## config.mk

```make
export PLATFORM = sky130hd
export DESIGN_NAME = game_timer_bcd
export DESIGN_NICKNAME = d
export VERILOG_FILES = /design/src/rtl/game_timer_bcd.sv
export SDC_FILE = /design/constraint.sdc
export NUM_CORES = 1
export LEC_CHECK = 0
export CORE_ASPECT_RATIO = 2
export CORE_MARGIN = 1
export CORE_UTILIZATION = 54
export CTS_CLUSTER_DIAMETER = 60
export DETAILED_ROUTE_END_ITERATION = 16
export PLACE_DENSITY_LB_ADDON = 0.2
export SYNTH_ARGS = -nofsm -noshare
export SYNTH_HDL_FRONTEND = slang
export SYNTH_SLANG_ARGS = --single-unit
```

## constraint.sdc

```tcl
create_clock -name CLOCK_50 -period 4.5 [get_ports CLOCK_50]
set_input_delay 0.9 -clock CLOCK_50 [delete_from_list [all_inputs] [get_ports CLOCK_50]]
set_output_delay 0.9 -clock CLOCK_50 [all_outputs]
set_load 0.02 [all_outputs]
```

## src/rtl/game_timer_bcd.sv

```systemverilog
// BCD countdown game timer with presets, start/pause/resume, expiry pulse and per-digit 7-segment drive.
// Latency: bcd_out is valid one cycle after load; the first decrement comes CLK_DIV cycles after start.
// No backpressure. Define AUTO_RELOAD_EN to reload the latched preset on expiry instead of holding 0 in DONE.
module game_timer_bcd #(
    parameter int          CLK_DIV = 50000000,
    parameter int          DIGITS  = 3,
    parameter logic [23:0] PRESET0 = 24'h120,
    parameter logic [23:0] PRESET1 = 24'h060,
    parameter logic [23:0] PRESET2 = 24'h030,
    parameter logic [23:0] PRESET3 = 24'h120
) (
    input  logic                  CLOCK_50,
    input  logic                  reset_n,
    input  logic                  load,
    input  logic [1:0]            sel,
    input  logic                  start,
    input  logic                  pause,
    output logic [4*DIGITS-1:0]   bcd_out,
    output logic [7*DIGITS-1:0]   seg_out,
    output logic                  running,
    output logic                  done,
    output logic                  expired
);

    localparam int W  = 4 * DIGITS;
    localparam int PW = $clog2(CLK_DIV);

    localparam logic [PW-1:0] PRESC_MAX = PW'(CLK_DIV - 1);
    localparam logic [W-1:0]  COUNT_ONE = W'(1);

    localparam logic [1:0] ST_IDLE   = 2'd0;
    localparam logic [1:0] ST_RUN    = 2'd1;
    localparam logic [1:0] ST_PAUSED = 2'd2;
    localparam logic [1:0] ST_DONE   = 2'd3;

    function automatic bit is_bcd(input logic [23:0] v);
        bit ok;
        ok = 1'b1;
        for (int i = 0; i < DIGITS; i++) begin
            if (v[4*i +: 4] > 4'd9) ok = 1'b0;
        end
        return ok;
    endfunction

    generate
        if (!(is_bcd(PRESET0) && is_bcd(PRESET1) && is_bcd(PRESET2) && is_bcd(PRESET3))) begin : g_bad_preset
            $error("game_timer_bcd: preset contains a non-BCD digit");
        end
    endgenerate

    function automatic logic [W-1:0] preset_of(input logic [1:0] s);
        logic [W-1:0] p;
        case (s)
            2'd0:    p = PRESET0[W-1:0];
            2'd1:    p = PRESET1[W-1:0];
            2'd2:    p = PRESET2[W-1:0];
            default: p = PRESET3[W-1:0];
        endcase
        return p;
    endfunction

    // Borrow enters digit 0 and ripples while digits are 0.
    function automatic logic [W-1:0] bcd_dec(input logic [W-1:0] v);
        logic [W-1:0] r;
        logic         borrow;
        r      = v;
        borrow = 1'b1;
        for (int i = 0; i < DIGITS; i++) begin
            if (borrow) begin
                if (v[4*i +: 4] == 4'd0) begin
                    r[4*i +: 4] = 4'd9;
                end else begin
                    r[4*i +: 4] = v[4*i +: 4] - 4'd1;
                    borrow      = 1'b0;
                end
            end
        end
        return r;
    endfunction

    function automatic logic [6:0] seg7(input logic [3:0] d);
        logic [6:0] s;
        case (d)
            4'd0:    s = 7'b100_0000;
            4'd1:    s = 7'b111_1001;
            4'd2:    s = 7'b010_0100;
            4'd3:    s = 7'b011_0000;
            4'd4:    s = 7'b001_1001;
            4'd5:    s = 7'b001_0010;
            4'd6:    s = 7'b000_0010;
            4'd7:    s = 7'b111_1000;
            4'd8:    s = 7'b000_0000;
            4'd9:    s = 7'b001_0000;
            default: s = 7'b111_1111;
        endcase
        return s;
    endfunction

    logic [1:0]    state;
    logic [W-1:0]  count;
    logic [PW-1:0] presc;
    logic [1:0]    sel_q;

    always_ff @(posedge CLOCK_50 or negedge reset_n) begin
        if (!reset_n) begin
            state   <= ST_IDLE;
            count   <= '0;
            presc   <= '0;
            sel_q   <= 2'd0;
            expired <= 1'b0;
        end else begin
            expired <= 1'b0;
            if (load) begin
                count <= preset_of(sel);
                sel_q <= sel;
                presc <= '0;
                state <= ST_IDLE;
            end else begin
                case (state)
                    ST_IDLE: begin
                        if (!pause && start && count != '0) begin
                            state <= ST_RUN;
                            presc <= '0;
                        end
                    end
                    ST_RUN: begin
                        if (pause) begin
                            state <= ST_PAUSED;
                        end else if (presc == PRESC_MAX) begin
                            presc <= '0;
                            if (count == COUNT_ONE) begin
                                expired <= 1'b1;
`ifdef AUTO_RELOAD_EN
                                count   <= preset_of(sel_q);
`else
                                count   <= '0;
                                state   <= ST_DONE;
`endif
                            end else begin
                                count <= bcd_dec(count);
                            end
                        end else begin
                            presc <= presc + 1'b1;
                        end
                    end
                    ST_PAUSED: begin
                        if (start && !pause) state <= ST_RUN;
                    end
                    default: ;
                endcase
            end
        end
    end

    always_comb begin
        seg_out = '1;
        for (int i = 0; i < DIGITS; i++) begin
            seg_out[7*i +: 7] = seg7(count[4*i +: 4]);
        end
    end

    assign bcd_out = count;
    assign running = (state == ST_RUN);
    assign done    = (state == ST_DONE);

endmodule
```

# Word-level counts from Yosys, hierarchy flattened

Memory sizes are Yosys's and may differ from the RTL's.
Cells that the tools add are included.
Widths: inputs -> output; s select.

$lt $le $gt $ge: 0
Multiply operators: 0
Reduce and logical (&&, ||, !) cells: 19
Divide/modulo/power cells: 0
Equal/unequal tests: 13
Bitwise operators: 0
$add $sub $neg: 4
Shifts and indexed selects: 0
Muxes and demuxes: 41

Operators with widths:

| cell                  | count |
|---|---|
| $mux 26               | 4 |
| $mux 12               | 5 |
| $pmux 26 s2           | 1 |
| $add 26x1->26 const B | 1 |
| $eq 26x26->1 const B  | 1 |
| $mux 4                | 5 |
| $mux 1                | 18 |
| $pmux 9 s2            | 1 |
| $eq 12x1->1 const B   | 1 |
| $logic_not 4->1       | 3 |
| $mux 2                | 6 |
| $reduce_bool 12->1    | 1 |
| $sub 4x1->4 const B   | 3 |
| $ne 3x3->1 const B    | 3 |
| $reduce_bool 3->1     | 3 |
| $ne 4x3->1 const B    | 2 |
| $reduce_and 4->1      | 2 |
| $eq 2x2->1 const B    | 3 |
| $pmux 2 s3            | 1 |
| $reduce_and 3->1      | 2 |
| $reduce_and 5->1      | 1 |
| $eq 2x1->1 const B    | 2 |
| $reduce_bool 2->1     | 2 |
| $reduce_bool 4->1     | 1 |
| 4 further kinds       | 5 |

Input bits: 7
Output and inout bits: 36
Memory bits (writable): 0
ROM bits: 336
Register bits: 41
Memories: 3
Latch bits: 0

Memories:

| memory           | words | width | rd ports | clocked after Yosys merged registers in | write ports | line | text |
|---|---|---|---|---|---|---|---|
| (name not given) | 16    | 7     | 1        | 0                                       | 0           | 83   | `case (d)` |
| (name not given) | 16    | 7     | 1        | 0                                       | 0           | 83   |  |
| (name not given) | 16    | 7     | 1        | 0                                       | 0           | 83   |  |

# Depth between registers and ports, before layout

Gate-level depths: netlist of the first run.

Word-level depth: 19
Depth in mapped cells: 9
Depth with buffers taken out: 7

# Worst setup path before layout of the first run

OpenSTA, ideal clock, no wires.

Kind: reg2out
Start: register count[6], in the netlist bcd_out[6]
End: output port seg_out[11]
Arrival time: 1.582 ns
Path slack: 2.018 ns
Stages on the path, launching flop included: 5
Path buffers: 1
Data required time: 3.600 ns
Cells stage by stage: dfrtp_1 > clkbuf_1 > inv_1 > ha_1 > o21ai_0

Word-level cells in the longest chain between the ends: 1

RTL lines:

| what                   | line | text |
|---|---|---|
| from (decl)            | 100  | `logic [W-1:0] count;` |
| from (signal assigned) | 114  | `count <= preset_of(sel);` |
| from (signal assigned) | 140  | `count <= bcd_dec(count);` |
| $mem_v2 16x7           | --   |  |
| to (decl)              | 19   | `output logic [7*DIGITS-1:0] seg_out,` |

Every way passes these cells.

# Final worst setup path of the first run

Start: register count[1], in the netlist bcd_out[1]
End: output port seg_out[3]

Same word-level chain as after synthesis.

==> results.yml, run 1 <==
place:
  gp_congestion: 0.986
  io_buffers: 42
  hpwl_microns: 6200
layout:
  final_nets: 443
  drive_above_1_share_pct: 7.18
  synthToLayoutAreaGrowth_pct: 16.6
  layout_commonest_cell: "nand2_1"
  diodes: 0
  fillers: 473
  final_util_pct: 65.7
  final_cell_mix: "nand2_1 (42), dfrtp_1 (41), clkdlybuf4s50_1 (41)"
setup_path:
  crit-reg2reg-launch: "bcd_out[8]"
  crit_path_end_kind: "primary output"
  criticalPathCategory: "reg -> out"
  worstPathArrival_ns: 2.31
  rr_worst_depth: 7
  r2r-end: "bcd_out[7]"
  crit_start: "bcd_out[1]"
  critical_path.startpoint_type: "register"
  critPathRequiredTime_ns: 3.60
  worstPathMaxFanout: 8
  r2r_slack_ns: 1.66
power_and_ir_drop:
  power_switching_uw: 229
  vdd_drop_max_mv: 0.248
  p_total_uw: 804
  p_leak_uw: 0.00144
  combPwrFrac_pct: 19.1
  pwr-share-clk_pct: 33.0
  p_per_area_nw_per_um2: 224
  p_sw_share_pct: 28.5
  seqPwrFrac_pct: 47.9
  internal-power_uw: 575
sta:
  worst_hold_slack_ns: 0.506
  max_slew.worst_pin.slew_ns: 0.964
  finalSetupTns_ns: 0
  layout_min_cycle_time_ns: 3.21
  max_slew_margin_pct: 35.7
  max_freq_ghz: 0.311
  finalHoldViolCount: 0
  setup_viol: 0
  grt_setup_unrepaired: "no"
  slew_viol_final: 0
  finalCritPeriodShare_pct: 71.4
  skew_ns: 0.00536
routing:
  drc: 0
  top_layer: "met4"
  drtAntennaViolNets: 0
  vias: 3120
  drt_first_iter_violations: 240
  drtPass1Iterations: 5
  wl_met3_microns: 331
  routed_wl_microns: 8270
  wirelength_met1_microns: 2930
  wl_per_cell_microns: 17.3
  route.met2.wl_microns: 4630
  avgViaCountPerCell: 6.53
grt:
  grt_overflow: 0
  grt_usage_pct: 28.9
  grt_max_degree: 42
  grt_pass1_vias: 2988
  grt_pass1_wl_microns: 13800
  antenna_found_initial: 0
yosys:
  synth_cell_types: 58
  syn-num-nets: 408
  avgSynthCellArea_sq_um: 8.06
  synthFlopType: "dfrtp_1"
  seq_area_frac_synth_pct: 33.3
  synthCells: 382
  synthArstFlopShare_pct: 100
  synth-seq-cells: 41
  syn-cell-area_sq_um: 3080
  synth_edf_count: 0
  ys.warnings.count: 0
clocking:
  cts_max_level: 2
  ctsRootBufferMaster: "clkbuf_8"
  insertion_delay_ns: 0.30
  tritoncts: "yes"
  cts_hold_buf: 0
  cts-buffers-inserted: 5
  postCtsSetupRepairBufs: 0
  cts_resized: 0
  cts.path.max_buffers: 2
  cts_num_sinks: 41
  clk_pin_slew_worst_paths_ns: 0.08
floorplan:
  start_util_pct: 56.3
  ios: 43
  die_h_microns: 109
  dieArea_sq_um: 6030
  coreArea_sq_um: 5470
  die_w_microns: 55.4
  row_count: 38
status:
  status: "finished, final reports clean"
flow_run:
  cap_viol_max_count: 0
hold_path:
  holdPathEnd: "presc[15]"
  holdPathStages: 1
  hp-class: "reg -> reg"
  min_from: "presc[15]"
## cells by family (layout without fill, tap and decap cells)
logic type | count (synthesis) | in the layout | share of synthesized area, %
and+or+nand+nor | 176 | 176 | 30.8
xor gates and xnor gates | 5 | 5 | 1.42
buffers and inverters | 35 | 71 | 5.44
DFF | 41 | 41 | 33.3
adders and majority gates | 19 | 19 | 7.72
muxes | 3 | 3 | 0.975
AOI/OAI and AO/OA | 103 | 103 | 20.3
## per-stage QoR
stage / cell area, sq um / std cells / setup WS, ns
final: 3590 / 478 / 1.29
after global routing: 3590 / 478 / 1.12
after CTS: 3590 / 478 / 1.29
after detailed placement: 3490 / 470 / 1.34
after global placement: 3490 / 470 / 1.41
after floorplan: 3080 / 382 / 2.02
## worst max-delay path: stages (launching register included)
cell and delay (ns):
dfrtp_1 0.50, inv_1 0.19, ha_1 0.25, or2_2 0.28, a21oi_1 0.19, a31oi_1 0.06
clkdlybuf4s50_1 0.56
## how the worst max path moves through the flow
stage                              to  cells after the start
after floorplan           seg_out[11]                      4
after global placement      presc[18]                      7
after detailed placement    presc[18]                      7
after CTS                  seg_out[3]                      6
after global routing       seg_out[3]                      6
final                      seg_out[3]                      6
## cell usage after synthesis, types with 6 or more instances
| cell | number | area (sq um) |
|---|---|---|
| nand2_1 | 42 | 158 |
| dfrtp_1 | 41 | 1030 |
| nor2_1 | 38 | 143 |
| a21oi_1 | 35 | 175 |
| o21ai_0 | 33 | 165 |
| ha_1 | 19 | 238 |
| inv_1 | 19 | 71.3 |
| nand3_1 | 17 | 85.1 |
| nand4_1 | 13 | 81.3 |
| or3_1 | 10 | 62.6 |
| clkbuf_1 | 7 | 26.3 |
| nor3_1 | 7 | 35.0 |
| nor4_1 | 7 | 43.8 |
| nand2b_1 | 6 | 37.5 |
| o31ai_1 | 6 | 45.0 |
## routing by layer
metal,GRT usage [%],vias up
li1,-,1466
met3,2.97,34
met1,28.9,1490
met4,17.7,0
met2,55.9,130
met5,0,-
## cell type report
type | count | area, sq um | share of cell area, %
clock inverters | 1 | 5.00 | 0.139
well taps | 60 | 75.1 | 2.09
repair buffers | 44 | 430 | 12.0
flip-flops and latches | 41 | 1030 | 28.6
clock buffers | 7 | 96.3 | 2.68
inverters | 19 | 71.3 | 1.99
multi-input cells | 306 | 1890 | 52.5
## power groups by stage
stage / clock [uW] / sequential (uW) / combinational (uW)
after floorplan: 0 / 390 / 87.2
after global placement: 0 / 391 / 151
after detailed placement: 0 / 392 / 153
after CTS: 275 / 384 / 154
after global routing: 288 / 386 / 166
final: 265 / 385 / 153
## registers in the layout, indices dropped and copies added, names as in the netlist
register and flops:
bcd_out 12, presc 26, state 2, expired 1
Note: power is estimated with default switching activity, not from simulation.
==> run 2: changes to the inputs <==
==> constraint.sdc (replaced) <==
create_clock -name CLOCK_50 -period 3.1 [get_ports CLOCK_50]
set_input_delay 0.62 -clock CLOCK_50 [delete_from_list [all_inputs] [get_ports CLOCK_50]]
set_output_delay 0.62 -clock CLOCK_50 [all_outputs]
set_load 0.02 [all_outputs]
==> run 2 against run 1 <==
Net effect: setup slack lost 1.1 ns; sequential power increased by 45%; design area grew 0.52%; flip-flop and latch count stayed put; first-iteration DRC count shrank 45%; non-clock buffer count up 4; final cell count is 0.63% higher; sequential share of layout area decreased by 0.15 points; via count decreased by 2.4%; count of clock-buffer cells in the layout fell by 1; total power grew 43%.
==> results.yml, run 2 (synthesized netlist as in run 1, its figures left out) <==
setup_path:
  crit_path_end_kind: "primary output"
  worstPathArrival_ns: 2.30
  worstPathMaxFanout: 8
  critical_path.startpoint_type: "register"
  worst_path_largest_cell_delay_ns: 0.55
  critPathRequiredTime_ns: 2.48
  cpMaxStageDelayCell: "clkdlybuf4s50_1"
  criticalPathCategory: "reg -> out"
  crit_chain: "inv_1 -> ha_1 -> or2_2 -> a21oi_1 -> a31oi_1 -> clkdlybuf4s50_1"
sta:
  grt_setup_unrepaired: "no"
  fin_ws_ns: 0.175
  finalCritPeriodShare_pct: 94.3
  setup_viol: 0
  slew_viol_final: 0
  layout_min_cycle_time_ns: 2.92
  max_freq_ghz: 0.342
  max_slew.worst_pin.slew_ns: 0.942
  max_slew_margin_pct: 37.2
  finalSetupTns_ns: 0
  skew_ns: 0.00158
  finalHoldViolCount: 0
clocking:
  cts_resized: 0
  clk_pin_slew_worst_paths_ns: 0.08
  cts_max_level: 2
  insertion_delay_ns: 0.30
  tritoncts: "yes"
  cts_num_sinks: 41
  cts.path.max_buffers: 2
  cts_hold_buf: 0
  postCtsSetupRepairBufs: 0
  ctsRootBufferMaster: "clkbuf_8"
  cts-buffers-inserted: 5
layout:
  diodes: 0
  synthToLayoutAreaGrowth_pct: 17.2
  layout_commonest_cell: "nand2_1"
  fillers: 508
  fin_cells: 481
  final_cell_mix: "nand2_1 (42), dfrtp_1 (41), clkdlybuf4s50_1 (41)"
  final_util_pct: 66.0
  regMostFlops: "presc"
  final_nets: 447
  drive_above_1_share_pct: 7.84
  largest_reg_flops: 26
place:
  hpwl_microns: 6210
  dp_cells: 474
  gp_congestion: 0.982
  io_buffers: 42
  dp_slack_ns: 0.361
power_and_ir_drop:
  p_per_area_nw_per_um2: 318
  vdd_drop_max_mv: 0.322
  p_leak_uw: 0.00145
floorplan:
  dieArea_sq_um: 6030
  start_util_pct: 56.3
  coreArea_sq_um: 5470
  ios: 43
  die_h_microns: 109
  row_count: 38
  die_w_microns: 55.4
grt:
  antenna_found_initial: 0
  grt_overflow: 0
  grt_pass1_vias: 2940
  grt_usage_pct: 29.3
  grt_pass1_wl_microns: 13900
  grt_max_degree: 42
routing:
  drtPass1Iterations: 4
  routed_wl_microns: 8140
  drt_first_iter_violations: 131
  drc: 0
  avgViaCountPerCell: 6.33
  drtAntennaViolNets: 0
  wl_per_cell_microns: 16.9
  vias: 3044
status:
  status: "finished, final reports clean"
flow_run:
  cap_viol_max_count: 0
hold_path:
  hp-class: "in -> async"
-- run 2: cell count changes in the layout (fill, tap and decap cells not counted), sizes merged --
| cell | delta |
|---|---|
| buf | +4 |
| clkinvlp | +1 |
| clkinv | -1 |
| clkbuf | -1 |
-- run 2: metrics by stage --
stage / instance area [sq um] / hold WS [ns] / power [uW]
2_1_floorplan: 3080 / 0.324 / 693
3_3_place_gp: 3520 / 0.493 / 790
3_5_place_dp: 3520 / 0.501 / 791
4_1_cts: 3610 / 0.490 / 1160
5_1_grt: 3610 / 0.536 / 1210
6_report: 3610 / 0.443 / 1150
-- run 2: cell type report --
cell class,count,area [sq um],share of cell area [%]
multi-input cells,306,1890,52.3
flip-flops and latches,41,1030,28.4
repair buffers,48,460,12.8
clock buffers,6,82.6,2.29
well taps,60,75.1,2.08
inverters,19,71.3,1.98
clock inverters,1,7.51,0.208
-- run 2: final timing paths --
path	start	end	slack, ns	depth (start not counted)
worst max-delay path	bcd_out[1]	seg_out[3]	0.18	6
worst min-delay path	reset_n	bcd_out[7]	0.44	1
worst max register to register	bcd_out[1]	presc[12]	0.39	7
worst min register to register	presc[15]	presc[15]	0.52	1
max in group asynchronous	reset_n	presc[13]	2.05	1
min in group CLOCK_50	presc[15]	presc[15]	0.52	1
-- run 2: critical path: cells and delay by family, from the launching register on --
kind / cells / cell delay (ns)
simple gates: 1 / 0.28
fa+ha+maj: 1 / 0.25
compound gates: 2 / 0.24
buf+inv: 2 / 0.73
flops: 1 / 0.49
-- run 2: per-layer routing --
layer | part of all wire, % | routed length [microns] | GRT usage [%]
met1 | 36 | 2920 | 29.7
met2 | 57 | 4670 | 55.9
met3 | 3.1 | 255 | 4.15
met4 | 3.6 | 295 | 17.0
met5 | 0 | 0 | 0
-- run 2: power by group --
part	internal (uW)	switching [uW]	leakage, uW	total (uW)
clock	176	192	0.0000433	368
combinational	94.3	128	0.000841	223
sequential	541	16.8	0.000562	558
